## src/rtl/sa_pkg.sv

```systemverilog
// Shared constants and state encoding for the systolic-array job scheduler.
package sa_pkg;
  localparam int N     = 4;
  localparam int K     = 8;
  localparam int LAT   = K + 2*N - 2;
  localparam int LAT_W = 4;

  typedef enum logic [1:0] {
    IDLE   = 2'd0,
    CAL    = 2'd1,
    RETIRE = 2'd2
  } state_t;

  function automatic int psumIdx(input int r, input int c);
    return r*N + c;
  endfunction
endpackage

```

## src/rtl/sa_job_sched_rr_arb.sv

```systemverilog
// Two-way round-robin arbiter; the pointer moves to the loser of the job just retired.
module rr_arb2 (
  input  logic       clk,
  input  logic       rstSys,
  input  logic [1:0] i_req,
  input  logic       i_upd,
  input  logic [1:0] i_won,
  output logic [1:0] o_gnt
);
  logic r_ptr;

  always_ff @(posedge clk or posedge rstSys) begin
    if (rstSys)     r_ptr <= 1'b0;
    else if (i_upd) r_ptr <= i_won[0];
  end

  always_comb begin
    o_gnt = 2'b00;
    if (i_req[0] && (!i_req[1] || !r_ptr)) o_gnt = 2'b01;
    else if (i_req[1])                     o_gnt = 2'b10;
  end
endmodule

```

## src/rtl/sa_job_sched.sv

```systemverilog
// Job scheduler/sequencer for the NxN systolic PE array: arbitrates two requesters
// and walks one job through CAL/RETIRE, decoding all array controls from state/latCnt.
module sa_job_sched
  import sa_pkg::*;
#(
  parameter int ADDR_W = 8
) (
  input  logic              clk,
  input  logic              rstSys,
  input  logic [1:0]        req,
  input  logic [ADDR_W-1:0] reqAddr0,
  input  logic [ADDR_W-1:0] reqAddr1,
  output logic [1:0]        grant,
  output logic [1:0]        done,
  output logic              busy,
  output logic              rstnPipe,
  output logic [N*N-1:0]    rstnPsum,
  output logic [LAT_W-1:0]  latCnt,
  output logic              opEn,
  output logic [ADDR_W-1:0] opAddr,
  output logic [N*N-1:0]    resValid
);
  state_t            r_state, w_state_nx;
  logic [LAT_W-1:0]  r_lat, w_lat_nx;
  logic [1:0]        r_grant, w_grant_nx, w_win;
  logic [ADDR_W-1:0] r_base, w_base_nx;
  logic              w_cal, w_ret, w_op_en;

  assign w_cal = (r_state == CAL);
  assign w_ret = (r_state == RETIRE);

  rr_arb2 u_arb (
    .clk    (clk),
    .rstSys (rstSys),
    .i_req  (req),
    .i_upd  (w_ret),
    .i_won  (r_grant),
    .o_gnt  (w_win)
  );

  always_ff @(posedge clk or posedge rstSys) begin
    if (rstSys) begin
      r_state <= IDLE;
      r_lat   <= '0;
      r_grant <= '0;
      r_base  <= '0;
    end else begin
      r_state <= w_state_nx;
      r_lat   <= w_lat_nx;
      r_grant <= w_grant_nx;
      r_base  <= w_base_nx;
    end
  end

  always_comb begin
    w_state_nx = r_state;
    w_lat_nx   = r_lat;
    w_grant_nx = r_grant;
    w_base_nx  = r_base;
    case (r_state)
      IDLE: begin
        if (req != 2'b00) begin
          w_state_nx = CAL;
          w_lat_nx   = '0;
          w_grant_nx = w_win;
          w_base_nx  = w_win[1] ? reqAddr1 : reqAddr0;
        end
      end
      CAL: begin
        if (r_lat == LAT_W'(LAT)) begin
          w_state_nx = RETIRE;
          w_lat_nx   = '0;
        end else begin
          w_lat_nx = r_lat + LAT_W'(1);
        end
      end
      RETIRE: begin
        w_state_nx = IDLE;
        w_grant_nx = '0;
      end
      default: begin
        w_state_nx = IDLE;
        w_lat_nx   = '0;
        w_grant_nx = '0;
      end
    endcase
  end

  // Everything below decodes registered state only, so req never reaches an output.
  assign w_op_en  = w_cal && (r_lat <= LAT_W'(K + N - 2));
  assign grant    = r_grant;
  assign done     = w_ret ? r_grant : 2'b00;
  assign busy     = w_cal || w_ret;
  assign rstnPipe = w_cal;
  assign rstnPsum = {(N*N){w_cal && (r_lat != '0)}};
  assign latCnt   = r_lat;
  assign opEn     = w_op_en;
  assign opAddr   = w_op_en ? (r_base + ADDR_W'(r_lat)) : '0;

  // PE(r,c) finishes once its skewed operand stream has fully passed: latCnt == K+r+c.
  for (genvar r = 0; r < N; r++) begin : g_row
    for (genvar c = 0; c < N; c++) begin : g_col
      assign resValid[psumIdx(r, c)] = w_cal && (r_lat == LAT_W'(K + r + c));
    end
  end
endmodule

```

## config.mk

```make
export PLATFORM = sky130hd
export DESIGN_NAME = sa_job_sched
export DESIGN_NICKNAME = d
export VERILOG_FILES = /design/src/rtl/sa_pkg.sv /design/src/rtl/sa_job_sched_rr_arb.sv /design/src/rtl/sa_job_sched.sv
export SDC_FILE = /design/constraint.sdc
export NUM_CORES = 1
export LEC_CHECK = 0
export BUFFER_PORTS_ARGS = -buffer_cell sky130_fd_sc_hd__clkbuf_2
export CORE_UTILIZATION = 42
export CTS_BUF_LIST = sky130_fd_sc_hd__clkbuf_8
export DETAILED_ROUTE_END_ITERATION = 10
export PLACE_DENSITY = 0.8
export SYNTH_ARGS = -nofsm -noshare
export SYNTH_HDL_FRONTEND = slang
export SYNTH_SLANG_ARGS = --single-unit
```

## constraint.sdc

```tcl
create_clock -name clk -period 1.45 [get_ports clk]
set_input_delay 0.0725 -clock clk [delete_from_list [all_inputs] [get_ports clk]]
set_output_delay 0.0725 -clock clk [all_outputs]
set_load 0.03 [all_outputs]
```

==> impl_metrics.tcl <==
set metrics [dict create \
    worstSetupPathDepth 7 \
    outcome "finished, violations left" \
    fin_nets 275 \
    pin_count_of_the_biggest_net_entering_global_routing 18 \
    slew_headroom 0.562 \
    power.static_leakage_nw 1.23 \
    detail_route.drc_violations 0 \
    post-route-util 0.878 \
    finalHoldViolations 0 \
    share_of_cells_above_drive_strength_1 0.691 \
    grt_setup_unrepaired "yes" \
    detail_route.wirelength_mm 5.93 \
    clock_tree.buffer_depth 2 \
    critical-path-slowest-cell "sky130_fd_sc_hd__dfrtp_1" \
    min-delay-path-class "in2reg" \
    flow.area_growth_from_synthesis_pct 95.9 \
    grt_overflow 0 \
    synthesis.area_per_instance_um2 8.26 \
    netlist_instances 167 \
    io_buffers 70 \
    cts-root-buf "sky130_fd_sc_hd__clkbuf_8" \
    die_x_um 59.3 \
    path_cells "ha_4 > fa_2 > a21oi_4 > o21ai_2 > xnor2_1 > nor2_2 > clkbuf_8" \
    finalNonFillerCells 290 \
    synth.lib_cells_used.distinct 32 \
    fp.coreArea_um2 3080 \
    cts_made_buffers 3 \
    cellPowerDensity_nw_per_um2 2480 \
    slew_viol_final 0 \
    post-route-min-period_ns 2.12 \
    critPathKind "reg2out" \
    hpwlAfterDp_mm 2.64 \
    finalHoldWorstSlack_ns 0.128 \
    fp.dieH_um 59.3 \
    finalCritPeriodShare 1.46 \
    clock_skew_ns 0.0125 \
    violations "negative setup slack" \
    n_fill_cell 157 \
    place.gp.congestion 0.798 \
    worstMarginPinSlew_ns 0.657 \
    n_antenna_cell 0 \
    yosysWarnings 0 \
    buffer_and_inverter_count_on_the_worst_path 1 \
    first_iter_violations 86 \
    core.rowCount 20 \
    antenna_violations_before_repair 0 \
    worst_path_largest_cell_delay_ns 0.44 \
    vdd.ir_drop.worst_v 0.00184 \
    crit_required_ns 1.38 \
    worstSkewPairLatency_ns 0.26 \
    via_count_of_the_first_global_routing_pass 1527 \
    crit_arrival_ns 2.05 \
    maximum_fanout_along_the_worst_path 3 \
    clk_pin_slew_ns 0.08 \
    number_of_nets_produced_by_synthesis 195 \
    pre_cts_slack_ns -0.375 \
    start_kind "register" \
    numClockSinks 17 \
    post-route-worst-setup-slack_ns -0.670 \
    grt_usage 0.290 \
    first_pass_grt_wire_length_mm 7.45 \
    drtAntennaViolNets 0 \
    dr_total_vias 1593 \
    worstSetupEndpointType "output pin" \
    timing.fmax_mhz 472 \
    cts.htree.levels 1 \
    initial_core_util 0.448 \
    route.detailed.wl_per_inst_um 20.5 \
    die-area_um2 3520 \
    dp_cells 268 \
    setup_viol_count_final 46 \
    area_of_the_mapped_netlist_um2 1380 \
    detail_route.first_pass.iterations 6 \
    worstRegToRegCells 7 \
    post_drt_via_cell_ratio 5.49 \
    worst_hold_path.num_cells 3 \
    tritoncts "yes" \
    ys_seq_elements 17 \
    critical-path-top-delay-family "adder cells" \
    ys_seq_area_frac 0.309 \
    cap_viol_max_count 0 \
    ioPinCount 71 \
]
## placed cells by master (no fill, tap or decap), drive strengths merged, types with 2 or more instances in the layout
| cell type | n |
|---|---|
| buf | 69 |
| clkbuf | 38 |
| o21ai | 18 |
| dfrtp | 17 |
| nand2 | 12 |
| inv | 12 |
| nor2 | 11 |
| a21oi | 11 |
| mux2i | 10 |
| ha | 7 |
| nand3 | 7 |
| and2 | 4 |
| nand2b | 3 |
| a21o | 3 |
| nor3 | 3 |
| xnor2 | 3 |
| a211oi | 2 |
| or3 | 2 |
| o41a | 2 |
## worst min-delay path, delay by kind of cell
family,cells,cell delay [ns]
mux,1,0.06
compound gates,1,0.13
buf+inv,1,0.08
## metal layers
| layer | global-route usage | routed length [um] | share of wire |
|---|---|---|---|
| met1 | 0.327 | 2060 | 0.35 |
| met2 | 0.541 | 3230 | 0.54 |
| met3 | 0.0524 | 383 | 0.065 |
| met4 | 0.0986 | 264 | 0.045 |
| met5 | 0 | 0 | 0 |
## cell families after synthesis
group | after synthesis | synth area share
AO/OA/AOI/OAI | 41 | 0.176
AND/OR/NAND/NOR | 44 | 0.152
multiplexers | 11 | 0.0808
buffers and inverters | 43 | 0.186
flip-flops | 17 | 0.309
adder cells (fa/ha/maj) | 8 | 0.0780
XOR/XNOR | 3 | 0.0191
## final timing paths
| path | slack (ns) | startpoint | to |
|---|---|---|---|
| min reg2reg | 0.57 | u_arb.r_ptr$_DFFE_PP0N_ | u_arb.r_ptr$_DFFE_PP0N_ |
| min in group asynchronous | 0.42 | rstSys | r_base[5]$_DFFE_PP0P_ |
| min | 0.13 | reqAddr1[3] | r_base[3]$_DFFE_PP0P_ |
| max reg2reg | -0.17 | latCnt[1]$_DFFE_PP0P_ | latCnt[1]$_DFFE_PP0P_ |
| max | -0.67 | r_base[0]$_DFFE_PP0P_ | opAddr[6] |
| max in group asynchronous | 0.57 | rstSys | latCnt[3]$_DFFE_PP0P_ |
## per-stage QoR
step	instance area (um2)	TNS, ns	total power, mW
final	2700	-12.93	6.70
after CTS	2510	-9.86	5.79
after global routing	2700	-14.81	6.96
after floorplan	1660	-4.84	3.83
after detailed placement	1930	-4.63	4.40
after global placement	1930	-4.04	4.33
## state kept, by name (all words and copies together), names as in the netlist
| name | cells |
|---|---|
| r_state | 2 |
| grant | 2 |
| latCnt | 4 |
| r_base | 8 |
| u_arb.r_ptr | 1 |
## final cells by class
cell class,count,area [um2],area share
multi-input cells,108,1080,0.401
clock inverters,1,5.00,0.00185
flip-flops and latches,17,430,0.159
inverters,12,47.5,0.0176
well taps,44,55.1,0.0204
clock buffers,3,41.3,0.0153
repair buffers,105,1040,0.384
## synth_stat cells, drive strengths merged
cell type  instances  area, um2
buf               28        200
o21ai             18       90.1
dfrtp             17        425
inv               12       45.0
nand2             12       45.0
a21oi             11       55.1
nor2              11       43.8
mux2i             10        100
ha                 7       87.6
nand3              7       35.0
and2               4       25.0
a21o               3       22.5
clkbuf             3       11.3
nand2b             3       18.8
nor3               3       15.0
xnor2              3       26.3
a211oi             2       15.0
or3                2       12.5
a22o               1       8.76
fa                 1       20.0
mux2               1       11.3
nand4              1       6.26
o21a               1       7.51
o22a               1       8.76
o22ai              1       6.26
o2bb2ai            1       8.76
o31a               1       8.76
o41a               1       11.3
or4                1       7.51
## power by group
part / total [mW] / switching, mW / internal (mW)
Combinational: 5.40 / 3.00 / 2.41
Clock: 0.368 / 0.177 / 0.191
Sequential: 0.925 / 0.259 / 0.665
Total: 6.70 / 3.43 / 3.26
## timing repair
| action | CTS | global route |
|---|---|---|
| gates resized for setup | 101 | 76 |
| setup buffers | 14 | 3 |
| pin swaps | 15 | 15 |
| hold endpoints to repair | 17 | 0 |
| endpoints found under the setup margin | 54 | 50 |
| cloned | 1 | 0 |
| hold buffers | 1 | 0 |
No activity file was read; power rests on OpenSTA's default activity.
